===== config.mk =====
export PLATFORM = sky130hd
export DESIGN_NAME = dds_sequencer
export DESIGN_NICKNAME = d
export VERILOG_FILES = /design/src/rtl/dds_sequencer_pkg.sv /design/src/rtl/dds_sequencer_settle_timer.sv /design/src/rtl/dds_sequencer.sv
export SDC_FILE = /design/constraint.sdc
export NUM_CORES = 1
export LEC_CHECK = 0
export CAP_MARGIN = 10
export CORE_ASPECT_RATIO = 0.9
export CORE_MARGIN = 8
export CORE_UTILIZATION = 67
export CTS_CLUSTER_DIAMETER = 80
export DETAILED_ROUTE_END_ITERATION = 10
export DONT_BUFFER_PORTS = 1
export GPL_ROUTABILITY_DRIVEN = 0
export GPL_TIMING_DRIVEN = 0
export MAX_ROUTING_LAYER = met4
export PLACE_DENSITY = 0.9
export SKIP_LAST_GASP = 1
export SLEW_MARGIN = 0
export SYNTH_ARGS = -nofsm -noshare
export SYNTH_HDL_FRONTEND = slang
export SYNTH_HIERARCHICAL = 1
export SYNTH_SLANG_ARGS = --single-unit

===== constraint.sdc =====
create_clock -name src_clk -period 4.5 [get_ports src_clk]
set_input_delay 0.225 -clock src_clk [delete_from_list [all_inputs] [get_ports src_clk]]
set_output_delay 0.225 -clock src_clk [all_outputs]
set_load 0.02 [all_outputs]

===== src/rtl/dds_sequencer_pkg.sv =====
// Shared configuration for the DDS table-load / phase sequencer.
// Table geometry defaults, the state encoding and phase-range helpers.
package dds_sequencer_pkg;

  localparam int unsigned DATA_LEN_DEF  = 11;
  localparam int unsigned ROWS_BASE_2   = 6;
  localparam int unsigned MEMORY_HEIGHT = 64;
  localparam int unsigned PHASE_W       = 9;
  localparam logic [PHASE_W-1:0] MAX_DEG = 9'd359;

  typedef enum logic [1:0] {
    ST_IDLE   = 2'd0,
    ST_LOAD   = 2'd1,
    ST_PHASE  = 2'd2,
    ST_SETTLE = 2'd3
  } state_t;

  function automatic logic deg_ok(input logic [PHASE_W-1:0] deg);
    return deg <= MAX_DEG;
  endfunction

endpackage


===== src/rtl/dds_sequencer_settle_timer.sv =====
// Loadable down-counter that holds the sequencer in SETTLE after a re-phase.
// done_c is high whenever the count has reached zero.
module dds_sequencer_settle_timer #(
  parameter int unsigned CNT_W = 4
) (
  input  logic             clk,
  input  logic             rst,
  input  logic             load,
  input  logic [CNT_W-1:0] load_val,
  input  logic             dec,
  output logic             done_c
);

  logic [CNT_W-1:0] cnt_q, cnt_d;

  always_comb begin
    cnt_d = cnt_q;
    if (load) begin
      cnt_d = load_val;
    end else if (dec && (cnt_q != '0)) begin
      cnt_d = cnt_q - CNT_W'(1);
    end
  end

  always_ff @(posedge clk or posedge rst) begin
    if (rst) begin
      cnt_q <= '0;
    end else begin
      cnt_q <= cnt_d;
    end
  end

  assign done_c = (cnt_q == '0);

endmodule


===== src/rtl/dds_sequencer.sv =====
// Owns the DDS table-write and set_phase ports: streams one quarter-sine table
// in from a valid/ready source, then re-phases, and serialises host phase requests.
module dds_sequencer
  import dds_sequencer_pkg::*;
#(
  parameter int unsigned DATA_LEN   = DATA_LEN_DEF,
  parameter int unsigned ADDR_W     = ROWS_BASE_2,
  parameter int unsigned DEPTH      = MEMORY_HEIGHT,
  parameter int unsigned SETTLE_CYC = 16
) (
  input  logic                src_clk,
  input  logic                rst,
  input  logic                load_start,
  input  logic                ld_valid,
  input  logic [DATA_LEN-1:0] ld_data,
  output logic                ld_ready,
  input  logic                ph_req,
  input  logic [8:0]          ph_deg,
  output logic                ph_ack,
  output logic                ph_err,
  output logic                busy,
  output logic                load_done,
  output logic                dds_we,
  output logic [ADDR_W-1:0]   dds_addr_wr,
  output logic [DATA_LEN-1:0] dds_data_wr,
  output logic                dds_set_phase,
  output logic [8:0]          dds_phase
);

  localparam int unsigned CNT_W = (SETTLE_CYC > 1) ? $clog2(SETTLE_CYC) : 1;

  state_t              state_q, state_d;
  logic [ADDR_W-1:0]   idx_q, idx_d;
  logic                last_q, last_d;
  logic                ld_ready_q, ld_ready_d;
  logic                we_q, we_d;
  logic [ADDR_W-1:0]   addr_q, addr_d;
  logic [DATA_LEN-1:0] data_q, data_d;
  logic                load_done_q, load_done_d;
  logic                set_phase_q, set_phase_d;
  logic [8:0]          phase_q, phase_d;
  logic                ack_q, ack_d;
  logic                err_q, err_d;
  logic                busy_q, busy_d;
  logic [8:0]          cur_q, cur_d;
  logic                pend_v_q, pend_v_d;
  logic [8:0]          pend_deg_q, pend_deg_d;

  logic req_ok_c, req_used_c, accept_c;
  logic tmr_load_c, tmr_dec_c, tmr_done_c;

  dds_sequencer_settle_timer #(.CNT_W(CNT_W)) u_settle (
    .clk      (src_clk),
    .rst      (rst),
    .load     (tmr_load_c),
    .load_val (CNT_W'(SETTLE_CYC - 1)),
    .dec      (tmr_dec_c),
    .done_c   (tmr_done_c)
  );

  // Next-state and registered-output decode; outputs line up with state_d.
  always_comb begin
    state_d     = state_q;
    idx_d       = idx_q;
    last_d      = last_q;
    ld_ready_d  = ld_ready_q;
    we_d        = 1'b0;
    addr_d      = addr_q;
    data_d      = data_q;
    load_done_d = 1'b0;
    set_phase_d = 1'b0;
    phase_d     = phase_q;
    ack_d       = 1'b0;
    cur_d       = cur_q;
    pend_v_d    = pend_v_q;
    pend_deg_d  = pend_deg_q;
    tmr_load_c  = 1'b0;
    tmr_dec_c   = 1'b0;
    req_used_c  = 1'b0;
    req_ok_c    = ph_req && deg_ok(ph_deg);
    err_d       = ph_req && !deg_ok(ph_deg);
    accept_c    = (state_q == ST_LOAD) && ld_valid && ld_ready_q;

    case (state_q)
      ST_IDLE: begin
        if (load_start) begin
          state_d    = ST_LOAD;
          idx_d      = '0;
          last_d     = 1'b0;
          ld_ready_d = 1'b1;
        end else if (pend_v_q) begin
          state_d     = ST_PHASE;
          set_phase_d = 1'b1;
          phase_d     = pend_deg_q;
          cur_d       = pend_deg_q;
          ack_d       = 1'b1;
          pend_v_d    = 1'b0;
        end else if (req_ok_c) begin
          state_d     = ST_PHASE;
          set_phase_d = 1'b1;
          phase_d     = ph_deg;
          cur_d       = ph_deg;
          ack_d       = 1'b1;
          req_used_c  = 1'b1;
        end
      end
      ST_LOAD: begin
        if (accept_c) begin
          we_d   = 1'b1;
          addr_d = idx_q;
          data_d = ld_data;
          if (idx_q == ADDR_W'(DEPTH - 1)) begin
            last_d      = 1'b1;
            ld_ready_d  = 1'b0;
            load_done_d = 1'b1;
          end else begin
            idx_d = idx_q + ADDR_W'(1);
          end
        end else if (last_q) begin
          // Re-phase one cycle after the final write so we and set_phase never overlap.
          state_d     = ST_PHASE;
          set_phase_d = 1'b1;
          if (pend_v_q) begin
            phase_d  = pend_deg_q;
            cur_d    = pend_deg_q;
            ack_d    = 1'b1;
            pend_v_d = 1'b0;
          end else begin
            phase_d = cur_q;
          end
        end
      end
      ST_PHASE: begin
        state_d    = ST_SETTLE;
        tmr_load_c = 1'b1;
      end
      ST_SETTLE: begin
        if (tmr_done_c) begin
          state_d = ST_IDLE;
        end else begin
          tmr_dec_c = 1'b1;
        end
      end
      default: state_d = ST_IDLE;
    endcase

    // Any valid request not issued this cycle waits; the latest one wins.
    if (req_ok_c && !req_used_c) begin
      pend_v_d   = 1'b1;
      pend_deg_d = ph_deg;
    end

    busy_d = (state_d != ST_IDLE);
  end

  always_ff @(posedge src_clk or posedge rst) begin
    if (rst) begin
      state_q     <= ST_IDLE;
      idx_q       <= '0;
      last_q      <= 1'b0;
      ld_ready_q  <= 1'b0;
      we_q        <= 1'b0;
      addr_q      <= '0;
      data_q      <= '0;
      load_done_q <= 1'b0;
      set_phase_q <= 1'b0;
      phase_q     <= '0;
      ack_q       <= 1'b0;
      err_q       <= 1'b0;
      busy_q      <= 1'b0;
      cur_q       <= '0;
      pend_v_q    <= 1'b0;
      pend_deg_q  <= '0;
    end else begin
      state_q     <= state_d;
      idx_q       <= idx_d;
      last_q      <= last_d;
      ld_ready_q  <= ld_ready_d;
      we_q        <= we_d;
      addr_q      <= addr_d;
      data_q      <= data_d;
      load_done_q <= load_done_d;
      set_phase_q <= set_phase_d;
      phase_q     <= phase_d;
      ack_q       <= ack_d;
      err_q       <= err_d;
      busy_q      <= busy_d;
      cur_q       <= cur_d;
      pend_v_q    <= pend_v_d;
      pend_deg_q  <= pend_deg_d;
    end
  end

  assign ld_ready      = ld_ready_q;
  assign ph_ack        = ack_q;
  assign ph_err        = err_q;
  assign busy          = busy_q;
  assign load_done     = load_done_q;
  assign dds_we        = we_q;
  assign dds_addr_wr   = addr_q;
  assign dds_data_wr   = data_q;
  assign dds_set_phase = set_phase_q;
  assign dds_phase     = phase_q;

endmodule


After elaboration in Yosys (flattened, before gate mapping):

Cells that the tools add are included.

* add/sub/neg operators: 2
* multiply operators: 0
* div/mod/pow operators: 0
* magnitude comparators: 1
* equal/unequal tests: 16
* shift operators: 0
* mux-type cells: 54
* bitwise gates (word level): 0
* reductions and logical operators: 20

Operator list (number)
* $mux W9: 6
* $mux W1: 29
* $mux W6: 3
* $pmux W9 S2: 1
* $mux W2: 6
* $ne A2 B2 Y1 const B: 6
* $pmux W6 S2: 1
* $reduce_and A4 Y1: 3
* $pmux W1 S2: 5
* $le A9 B9 Y1 const B: 1
* $mux W4: 2
* $pmux W2 S4: 1
* $add A6 B1 Y6 const B: 1
* $eq A6 B6 Y1 const B: 1
* $logic_and A1 B1 Y1: 6
* $ne A3 B2 Y1 const B: 2
* $ne A3 B3 Y1 const B: 2
* $reduce_and A6 Y1: 1
* $reduce_bool A2 Y1: 3
* $eq A2 B2 Y1 const B: 2
* $logic_not A4 Y1: 1
* $ne A4 B4 Y1 const B: 1
* $reduce_bool A4 Y1: 1
* $sub A4 B1 Y4 const B: 1
* other kinds (6): 7

* bits in registers: 56
* bits in latches: 0
* memory bits (writable): 0
* memory bits (read-only): 0
* input bits: 25
* output and inout port bits: 33
* logic and storage cells: 109
* memories kept: 0

Logic depth before layout (Yosys ltp):

Gate-level depths: netlist (run 1).

* depth in word-level cells: 10
* depth in mapped cells: 8
* depth with buffers taken out: 8

By module:

The synthesis (run 1) kept the hierarchy.

Modules (own cells, without submodules)
* dds_sequencer: times used 1, cells an instance 212, area each 2277.2 um^2, seq. area each 1301.2 um^2
* dds_sequencer_settle_timer: times used 1, cells an instance 28, area each 261.5 um^2, seq. area each 100.1 um^2

Least setup slack after synthesis (run 1):

No wires, ideal clock.

* path type: register -> register
* start point: register u_settle.cnt_q[0]
* end point: register u_settle.cnt_q[3]
* setup time: 0.126 ns
* arrival: 1.765 ns
* required time: 4.374 ns
* setup slack: 2.609 ns
* stages on the path, launching flop included: 9
* buffers on the path: 0
* clock period less this slack: 1.891 ns
* cell sequence: dfrtp_1 -> inv_1 -> ha_1 -> or3b_4 -> inv_1 -> nor2_1 -> nor4b_2 -> nor3b_1 -> a221o_1

* longest elaborated chain between the ends: 5
* elaborated cells on any way between the ends: 9
* those cells by class: add/sub: 1; mux: 4; reduce/logical: 4

RTL lines
* start: declaration: line dds_sequencer_settle_timer.sv:14 `logic [CNT_W-1:0] cnt_q, cnt_d;`
* start signal: assignment: line dds_sequencer_settle_timer.sv:29 `cnt_q <= cnt_d;`
* $logic_not A4 Y1: line dds_sequencer_settle_timer.sv:33 `assign done_c = (cnt_q == '0);`
* via tmr_done_c: line dds_sequencer.sv:50 `logic tmr_load_c, tmr_dec_c, tmr_done_c;`
* $mux W1: line dds_sequencer.sv:138 `if (tmr_done_c) begin`
* $mux W1: line dds_sequencer.sv:84 `case (state_q)`
* via tmr_dec_c: line dds_sequencer.sv:50
* $logic_and A1 B1 Y1: line dds_sequencer_settle_timer.sv:20 `end else if (dec && (cnt_q != '0)) begin`
* $reduce_bool A2 Y1 (no source line)

The timed path passes the listed nets, and every way through them passes these cells. The select of a mux whose other input is x is not followed.
A chain may end at the register's enable or synchronous reset.

Worst setup path after layout (run 1):

Same ends and word-level chain as after synthesis.

==> flow_summary_export.csv, run 1 <==
group,metric,value,unit
grt,antenna_found_initial,0,
clock_tree,cts_buffers,5,
clock_tree,cts.htree.levels,2,
yosys,ys.flop_type,"dfrtp_1",
sta,finalHoldViolCount,0,
floorplanning,initial_core_util,0.6901,
critical_path,worst_ep_required_time,4.70,ns
critical_path,criticalPathCategory,"register to register",
floorplanning,rows,21,
route,drt_iter0_markers,121,
route,wire_per_inst,16.69,um
yosys,syn_area,2539,um^2
route,firstDrtPassIters,4,
finish,diodes,0,
sta,clock.fmax,459.4,MHz
sta,fin_tns_setup,0,ns
critical_path,critPathLaunchType,"register",
route,ant_nets,0,
sta,rsz0062_at_grt,"false",
pwr,switchingPower,0.6377,mW
critical_path,cp_max_fo,7,
clock_tree,cts_buffer_depth,2,
yosys,ys_ff_latch,56,
critical_path,critPathArrivalTime,2.37,ns
pwr,swShare,0.3905,
grt,grt_pass1_vias,1712,
flow_run,drv_cap,0,
critical_path,end_kind,"register",
floorplanning,ios,58,
finish,stdcell_area,2734,um^2
yosys,seq_area_frac_synth,0.5520,
route,dr_total_vias,1738,
clock_tree,postCtsSetupBuffers,0,
clock_tree,clock_sinks,56,
pwr,p_comb_frac,0.270,
worst_hold_path,min_path_cells,2,
critical_path,r2r_cells,8,
yosys,ys.warnings.count,6,
grt,grt-ovfl-total,0,
clock_tree,path_clk_slew,0.10,ns
sta,setup_violations,0,
place,dpl.hpwl,3718,um
yosys,syn_area_per_cell,10.58,um^2
finish,area_growth,7.688,%
floorplanning,die_w,80.89,um
place,placedInstanceArea,2628,um^2
route,route.detailed.drc,0,
yosys,async_flop_share,1.000,
yosys,synthCells,240,
place,portBuffers,0,
floorplanning,core,3679,um^2
floorplanning,dieArea,6017,um^2
pwr,power_frac_clock,0.173,
sta,tightest_slew,0.7487,ns
route,routed_via_density,5.813,
route,routed_wl,4989,um
floorplanning,chipHeight,74.40,um
finish,fillers,261,
grt,grtUsageTotal,0.1798,
finish,fin_nets,279,
sta,finalMaxSlewViolations,0,
pwr,p_leak,1.281,nW
worst_hold_path,hold_path_class,"input pin to register",
sta,post-route-min-period,2.177,ns
sta,maxSlewHeadroom,0.4990,
grt,grt_pass1_wl,8217,um
pwr,p_per_area,597.3,nW/um^2
clock_tree,clock_latency,0.31,ns
pwr,pwr-share-seq,0.557,
pwr,peakVddDrop,0.3774,mV
clock_tree,cts_root_buffer,"clkbuf_8",
sta,fin_crit_sh,0.4838,
clock_tree,cts_tree,"done",
yosys,synth.distinct_cells,48,
yosys,synth-edff-count,0,
grt,grt_max_degree,35,
outcome,outcome,"completed",
sta,finClkSkew,0.006413,ns
pwr,internal-power,0.9954,mW
finish,drive_above_1_share,0.1937,
-- final timing paths --
kind | endpoint | slack [ns] | start
max | u_settle/cnt_q[3] | 2.32 | u_settle/cnt_q[0]
max in group asynchronous | dds_data_wr[7] | 3.61 | rst
min reg2reg | pend_deg_q[3] | 0.51 | pend_deg_q[3]
min | dds_data_wr[7] | 0.01 | ld_data[7]
min in group asynchronous | u_settle/cnt_q[2] | 0.27 | rst
max reg2reg | u_settle/cnt_q[3] | 2.32 | u_settle/cnt_q[0]
-- cells in the mapped netlist, types with 2 or more instances --
| cell type | count | area, um^2 |
|---|---|---|
| nor2_1 | 5 | 18.77 |
| a21oi_1 | 9 | 45.04 |
| clkbuf_1 | 5 | 18.77 |
| mux2_2 | 27 | 304.0 |
| ha_1 | 2 | 25.02 |
| or3_1 | 2 | 12.51 |
| nand2_1 | 67 | 251.5 |
| o211ai_1 | 2 | 15.01 |
| o21ai_1 | 2 | 10.01 |
| and3_1 | 3 | 18.77 |
| o21ai_0 | 8 | 40.04 |
| nand3_1 | 7 | 35.03 |
| o31a_1 | 2 | 17.52 |
| dfrtp_1 | 56 | 1401 |
| inv_1 | 10 | 37.54 |
-- layout by cell type, fill, tap and decap left out, types with 2 or more instances in the layout --
cell type | Yosys | routed
nand2_1 | 67 | 67
ha_1 | 2 | 2
clkbuf_1 | 5 | 5
nor2_1 | 5 | 5
inv_2 | 1 | 2
and3_1 | 3 | 3
mux2_2 | 27 | 27
o21ai_1 | 2 | 2
a21oi_1 | 9 | 9
o211ai_1 | 2 | 2
clkbuf_8 | 0 | 5
nand3_1 | 7 | 7
or3_1 | 2 | 2
conb_1 | 1 | 4
o31a_1 | 2 | 2
o21ai_0 | 8 | 8
inv_1 | 10 | 9
dfrtp_1 | 56 | 56
-- cell families after synthesis --
group,share of synthesized area
muxes,0.1237
AOI/OAI and AO/OA,0.09365
adders and majority gates,0.009855
other,0.001477
DFF,0.5520
buffers and inverters,0.03154
and+or+nand+nor,0.1878
-- power by group through the flow --
stage	sequential, mW	clock [mW]	combinational (mW)
3_3_place_gp	0.915	0	0.417
2_1_floorplan	0.884	0	0.370
6_report	0.910	0.282	0.441
3_5_place_dp	0.925	0	0.441
4_1_cts	0.914	0.292	0.444
5_1_grt	0.933	0.309	0.507
-- metrics by stage --
step	util	hold slack, ns	power (mW)	worst slack, ns	std cells
after floorplan	-	-0.008918	1.255	2.609	243
after global placement	0.7088	0.005561	1.332	2.448	289
after detailed placement	0.7143	0.008257	1.366	2.377	290
after CTS	0.7432	0.004693	1.650	2.352	299
after global routing	0.7432	0.01163	1.750	2.175	299
final	0.7432	0.01485	1.633	2.323	299
-- layout make-up --
cell class | count | area [um^2] | area share
flip-flops and latches | 56 | 1401 | 0.5126
inverters | 11 | 41.29 | 0.01510
clock inverters | 3 | 27.53 | 0.01007
multi-input cells | 168 | 1069 | 0.3908
repair buffers | 2 | 30.03 | 0.01098
well taps | 46 | 57.56 | 0.02105
clock buffers | 5 | 68.82 | 0.02517
plain buffers | 8 | 38.79 | 0.01419
-- worst max-delay path: stages (launching register included) --
cell and delay, ns:
dfrtp_1 0.38, inv_1 0.09, ha_1 0.24, or3b_4 0.27
inv_1 0.07, nor2_1 0.34, nor4b_2 0.33, nor3b_1 0.08
a221o_1 0.27
-- repair_timing --
| action | 4_1_cts | 5_1_grt |
|---|---|---|
| hold endpoints to repair | 22 | 0 |
| gates resized for setup | 0 | 0 |
| hold buffers | 1 | 0 |
-- routing by layer --
metal,vias to the layer above,global-route usage,wire length (um),part of all wire
li1,839,-,-,-
met3,4,0.06280,534,0.11
met1,840,0.2151,2079,0.42
met2,55,0.2794,2357,0.47
met5,-,-,0,0
met4,0,0.05743,19,0.0038
-- state kept, by name, summed over array words and instances, names as in the netlist, 2 cells and up --
signal and count:
u_settle/cnt_q 4, dds_data_wr 11, idx_q 6, pend_deg_q 9, state_q 2, cur_q 9, dds_addr_wr 6
No activity file was read; power rests on OpenSTA's default activity.
==> run 2, diff against run 1 <==
--- a/config.mk
+++ b/config.mk
@@ -8,14 +8,14 @@
 export CAP_MARGIN = 10
 export CORE_ASPECT_RATIO = 0.9
 export CORE_MARGIN = 8
-export CORE_UTILIZATION = 67
+export CORE_UTILIZATION = 56
 export CTS_CLUSTER_DIAMETER = 80
 export DETAILED_ROUTE_END_ITERATION = 10
 export DONT_BUFFER_PORTS = 1
 export GPL_ROUTABILITY_DRIVEN = 0
 export GPL_TIMING_DRIVEN = 0
 export MAX_ROUTING_LAYER = met4
-export PLACE_DENSITY = 0.9
+export PLACE_DENSITY = 0.81
 export SKIP_LAST_GASP = 1
 export SLEW_MARGIN = 0
 export SYNTH_ARGS = -nofsm -noshare
==> constraint.sdc (replaced) <==
create_clock -name src_clk -period 1.85 [get_ports src_clk]
set_input_delay 0.0925 -clock src_clk [delete_from_list [all_inputs] [get_ports src_clk]]
set_output_delay 0.0925 -clock src_clk [all_outputs]
set_load 0.02 [all_outputs]
==> run 2 against run 1 <==
Effect of this change: final cell count is 17% higher; power grew to 2.6 times the previous value; sequential cell count did not move; die area rose by 15%; critical path depth is 2 lower; register-to-register slack worse by 2.3 ns; setup slack worse by 2.3 ns; hold slack improved by 0.046 ns; sequential share of layout area decreased by 6.7 points; largest power group unchanged.
==> flow_summary_export.csv, run 2 (synthesis gave the netlist of run 1 again) <==
group,metric,value,unit
clock_tree,clock_sinks,56,
route,routed_via_density,5.418,
pwr,p_per_area,1350,nW/um^2
sta,setup_ws,0.03421,ns
critical_path,ff2ff_setup_slack,0.03,ns
critical_path,path_depth,6,
grt,busiest_layer,"met2",
clock_tree,path_clk_slew,0.09,ns
route,firstDrtPassIters,5,
sta,maxSlewHeadroom,0.6255,
route,ant_nets,0,
finish,fin_nets,313,
worst_hold_path,hold_path_class,"input pin to register",
sta,finClkSkew,0.007130,ns
place,portBuffers,0,
pwr,peakVddDrop,0.8808,mV
critical_path,critPathArrivalTime,2.01,ns
finish,area_growth,24.10,%
sta,finalHoldViolCount,0,
floorplanning,chipHeight,79.88,um
sta,tightest_slew,0.5609,ns
sta,post-route-min-period,1.816,ns
floorplanning,dieArea,6947,um^2
grt,grt_util_met2,0.2820,
sta,fin_crit_sh,0.9815,
clock_tree,clock_latency,0.30,ns
finish,fillers,309,
finish,stdcell_area,3151,um^2
floorplanning,die_w,86.97,um
place,pre_cts_ws,-0.2285,ns
finish,finalCoreUtilization,0.7155,
sta,finalMaxSlewViolations,0,
clock_tree,cts_buffers,5,
floorplanning,ios,58,
route,dr_total_vias,1891,
grt,antenna_found_initial,0,
place,placedInstanceArea,2650,um^2
critical_path,cp_cell_sequence,"buf_6 > nor3_4 > nand4_1 > a22oi_4 > buf_12 > mux2_2",
floorplanning,initial_core_util,0.5766,
critical_path,criticalPathCategory,"register to register",
critical_path,end_kind,"register",
clock_tree,cts_root_buffer,"clkbuf_8",
pwr,p_leak,1.458,nW
grt,grt-ovfl-total,0,
critical_path,critPathLaunchType,"register",
floorplanning,rows,23,
route,wire_per_inst,16.04,um
critical_path,slowest_stage,"dfrtp_2",
finish,final_cell_mix,"nand2_1 (67), dfrtp_1 (55), mux2_2 (27)",
sta,fin_tns_setup,0,ns
flow_run,drv_cap,0,
finish,final_common_cell,"nand2_1",
clock_tree,cts_buffer_depth,2,
pwr,finalPower,4.254,mW
finish,diodes,0,
grt,grt_pass1_wl,9135,um
critical_path,crit_start,"state_q[0]",
critical_path,worst_ep_required_time,2.05,ns
sta,rsz0062_at_grt,"true",
floorplanning,core,4403,um^2
critical_path,critPathMaxStageDelay,0.43,ns
sta,clock.fmax,550.7,MHz
grt,grt_pass1_vias,1907,
critical_path,crit_family,"simple AND/OR/NAND/NOR gates",
route,routed_wl,5597,um
grt,grt.met1_usage,0.1853,
finish,drive_above_1_share,0.2404,
critical_path,crit_buf_inv,2,
clock_tree,cts.htree.levels,2,
route,route.detailed.drc,0,
place,dpl.hpwl,3609,um
sta,setup_violations,0,
grt,grt_max_degree,28,
grt,grtUsageTotal,0.1720,
critical_path,cp_max_fo,10,
critical_path,endpoint,"cur_q[3]",
outcome,outcome,"completed",
critical_path,timing.rr.start,"state_q[0]",
route,drt_iter0_markers,73,
critical_path,r2r_cells,6,
clock_tree,cts_tree,"done",
grt,grt_use_met3,0.05967,
finish,largest_register_ffs,11,
critical_path,r2r_end,"cur_q[3]",
==> run 2: changes by cell type in the layout (fill, tap and decap cells not counted), sizes merged <==
| cell | change |
|---|---|
| clkbuf | +2 |
| dlygate4sd3 | +25 |
| buf | +9 |
| inv | -1 |
| clkinv | -1 |
==> run 2: how the worst min path moves through the flow <==
stage	startpoint	endpoint	slack [ns]	cells after the start
2_1_floorplan	rst	u_settle/cnt_q[0]	-0.14	1
5_1_grt	ph_deg[6]	cur_q[6]	0.04	2
3_5_place_dp	rst	u_settle/cnt_q[0]	-0.13	1
4_1_cts	ph_deg[8]	cur_q[8]	0.05	2
3_3_place_gp	rst	u_settle/cnt_q[2]	-0.13	1
6_report	ph_deg[2]	cur_q[2]	0.06	2
==> run 2: per-stage QoR <==
| step | hold slack (ns) | instances |
|---|---|---|
| after CTS | 0.04910 | 345 |
| after detailed placement | -0.1253 | 306 |
| after global placement | -0.1254 | 305 |
| after global routing | 0.04130 | 349 |
| final | 0.06039 | 349 |
| after floorplan | -0.1414 | 243 |
==> run 2: power breakdown <==
| group | total (mW) | internal (mW) | switching (mW) |
|---|---|---|---|
| Combinational | 1.36 | 0.719 | 0.638 |
| Sequential | 2.22 | 1.61 | 0.610 |
| Clock | 0.679 | 0.305 | 0.374 |
==> run 2: cell type report <==
type,instances,area [um^2],area share
multi-input cells,168,1116,0.3542
flip-flops and latches,56,1403,0.4452
inverters,11,43.79,0.01390
clock inverters,1,7.507,0.002383
repair buffers,36,372.9,0.1183
clock buffers,7,86.33,0.02740
well taps,62,77.57,0.02462
plain buffers,8,43.79,0.01390
==> run 2: what timing repair did <==
item / in CTS / in global routing
setup endpoints to repair: 16 / 37
resized for setup: 10 / 11
hold buffers: 26 / 0
endpoints found under the hold margin: 53 / 0
pin swaps: 3 / 7
setup buffers: 5 / 4
==> run 2: metal layers <==
layer,vias up,share of wire,routed length (um)
met2,58,0.49,2755
met1,910,0.41,2284
met3,16,0.082,458
met4,0,0.018,99
met5,-,0,0
li1,907,-,-
==> run 2: worst reg2reg max path, delay by kind of cell, from the launching register on <==
| kind | cells | cell delay (ns) |
|---|---|---|
| compound gates | 1 | 0.20 |
| flops | 1 | 0.43 |
| mux | 1 | 0.33 |
| simple gates | 2 | 0.45 |
| buf+inv | 2 | 0.30 |
==> run 3, diff against run 2 <==
--- a/config.mk
+++ b/config.mk
@@ -8,14 +8,14 @@
 export CAP_MARGIN = 10
 export CORE_ASPECT_RATIO = 0.9
 export CORE_MARGIN = 8
-export CORE_UTILIZATION = 56
+export CORE_UTILIZATION = 62
 export CTS_CLUSTER_DIAMETER = 80
 export DETAILED_ROUTE_END_ITERATION = 10
 export DONT_BUFFER_PORTS = 1
 export GPL_ROUTABILITY_DRIVEN = 0
 export GPL_TIMING_DRIVEN = 0
 export MAX_ROUTING_LAYER = met4
-export PLACE_DENSITY = 0.81
+export PLACE_DENSITY = 0.78
 export SKIP_LAST_GASP = 1
 export SLEW_MARGIN = 0
 export SYNTH_ARGS = -nofsm -noshare
==> constraint.sdc (replaced) <==
create_clock -name src_clk -period 1.7 [get_ports src_clk]
set_input_delay 0.085 -clock src_clk [delete_from_list [all_inputs] [get_ports src_clk]]
set_output_delay 0.085 -clock src_clk [all_outputs]
set_load 0.02 [all_outputs]
==> run 3 against run 2 <==
Effect of this change: routed wire length up 7.5%; sequential share of layout area fell by 1.8 points; utilization grew 10 points; sequential power rose by 9.5%; clock skew barely moved; first-iteration DRC count up 22%; maximum frequency grew 2.3%; the flow now finishes with violations (setup timing); clock power increased by 32%; critical endpoint is now cur_q[7]; design area grew 4.1%; critical path type unchanged; setup slack got worse by 0.11 ns.
==> flow_summary_export.csv, run 3 (synthesis gave the netlist of run 1 again) <==
group,metric,value,unit
grt,grt-ovfl-total,0,
sta,setup_violations,20,
clock_tree,cts_tree,"done",
worst_hold_path,worstHoldStart,"ld_valid",
finish,fillers,222,
outcome,outcome,"complete, but fails checks",
sta,fin_tns_setup,-0.7745,ns
grt,grtUsageTotal,0.1946,
worst_hold_path,hold_path_class,"input pin to register",
place,placedInstanceArea,2666,um^2
pwr,p_leak,1.567,nW
route,routed_wl,6014,um
route,wire_per_inst,17.53,um
floorplanning,rows,22,
finish,final_common_cell,"nand2_1",
route,drt_iter0_markers,89,
finish,fin_nets,321,
outcome,violations,"setup timing",
finish,multi_input_area,1169,um^2
sta,finClkSkew,0.006804,ns
clock_tree,cts_root_buffer,"clkbuf_8",
finish,final_cell_mix,"nand2_1 (67), dfrtp_1 (56), dlygate4sd3_1 (23)",
pwr,peakVddDrop,1.126,mV
critical_path,critPathMaxStageDelay,0.41,ns
critical_path,timing.rr.start,"state_q[1]",
critical_path,critPathArrivalTime,1.98,ns
route,firstDrtPassIters,5,
clock_tree,path_clk_slew,0.10,ns
finish,largest_register_ffs,11,
floorplanning,initial_core_util,0.6317,
route,route.detailed.drc,0,
sta,rsz0062_at_grt,"true",
grt,antenna_found_initial,0,
floorplanning,dieArea,6401,um^2
finish,area_growth,29.18,%
sta,fin_crit_sh,1.044,
critical_path,cp_max_fo,10,
grt,grt_pass1_wl,9970,um
finish,drive_above_1_share,0.2780,
sta,setup_ws,-0.07542,ns
route,ant_nets,0,
pwr,p_per_area,1535,nW/um^2
sta,tightest_slew,0.5193,ns
critical_path,crit_start,"state_q[1]",
sta,maxSlewHeadroom,0.6533,
sta,finalMaxSlewViolations,0,
finish,fin_cells,343,
clock_tree,clock_latency,0.31,ns
clock_tree,cts_buffer_depth,2,
clock_tree,clock_sinks,56,
place,dpl.cell_count,292,
critical_path,crit_family,"simple AND/OR/NAND/NOR gates",
floorplanning,chipHeight,76.71,um
floorplanning,ios,58,
critical_path,end_kind,"register",
clock_tree,cts_buffers,5,
critical_path,criticalPathCategory,"register to register",
clock_tree,cts.htree.levels,2,
critical_path,critPathLaunchType,"register",
critical_path,crit_buf_inv,2,
finish,seqCellArea,1401,um^2
route,dr_total_vias,1962,
critical_path,cp_cell_sequence,"buf_6 > or3_4 > a22oi_4 > buf_12 > mux2_2",
finish,stdcell_area,3279,um^2
sta,clock.fmax,563.2,MHz
sta,post-route-min-period,1.775,ns
route,routed_via_density,5.720,
sta,finalHoldViolCount,0,
finish,diodes,0,
floorplanning,core,4019,um^2
flow_run,drv_cap,0,
critical_path,slowest_stage,"or3_4",
place,dpl.hpwl,3624,um
floorplanning,die_w,83.45,um
place,portBuffers,0,
grt,grt_pass1_vias,2079,
critical_path,worst_ep_required_time,1.90,ns
grt,grt_max_degree,30,
[run 3: final timing paths]
path                                     end  cells after the start  slack [ns]
setup / recovery                    cur_q[7]                      5       -0.08
hold / removal                    state_q[0]                      2        0.02
setup reg to reg                    cur_q[7]                      5       -0.08
hold reg to reg                pend_deg_q[2]                      1        0.51
max in group asynchronous           idx_q[2]                      3        0.90
min in group asynchronous  u_settle/cnt_q[1]                      2        0.13
[run 3: repair_timing]
action,in CTS,in global routing
hold buffers,24,0
resized for setup,13,15
pin swaps,8,6
setup buffers,15,4
endpoints found under the hold margin,50,0
endpoints found under the setup margin,35,38
[run 3: power breakdown]
group	leakage (nW)	total, mW	switching (mW)	internal [mW]
combinational	0.798	1.71	0.784	0.928
sequential	0.709	2.43	0.680	1.75
clock	0.0600	0.893	0.446	0.447
[run 3: per-layer routing]
metal,part of all wire,track usage,wire length (um)
met1,0.41,0.2202,2451
met3,0.070,0.06864,421
met5,0,-,0
met4,0.021,0.08103,129
met2,0.50,0.3085,3012
[run 3: through the flow]
stage | util | power, mW | hold slack, ns | setup slack, ns
3_5_place_dp | 0.6635 | 3.713 | -0.1280 | -0.1986
3_3_place_gp | 0.6585 | 3.629 | -0.1271 | -0.1958
5_1_grt | 0.8160 | 5.299 | 0.03045 | -0.1583
6_report | 0.8160 | 5.034 | 0.01960 | -0.07542
4_1_cts | 0.7976 | 4.895 | 0.002680 | -0.04432
2_1_floorplan | - | 3.413 | -0.1489 | -0.01748
[run 3: final cells by class]
class,count,area share
clock inverter,3,0.01412
clock buffer,5,0.02098
timing repair buffer,44,0.1335
inverter,11,0.01335
multi-input combinational,168,0.3564
sequential,56,0.4273
tap,48,0.01831
buffer,8,0.01602
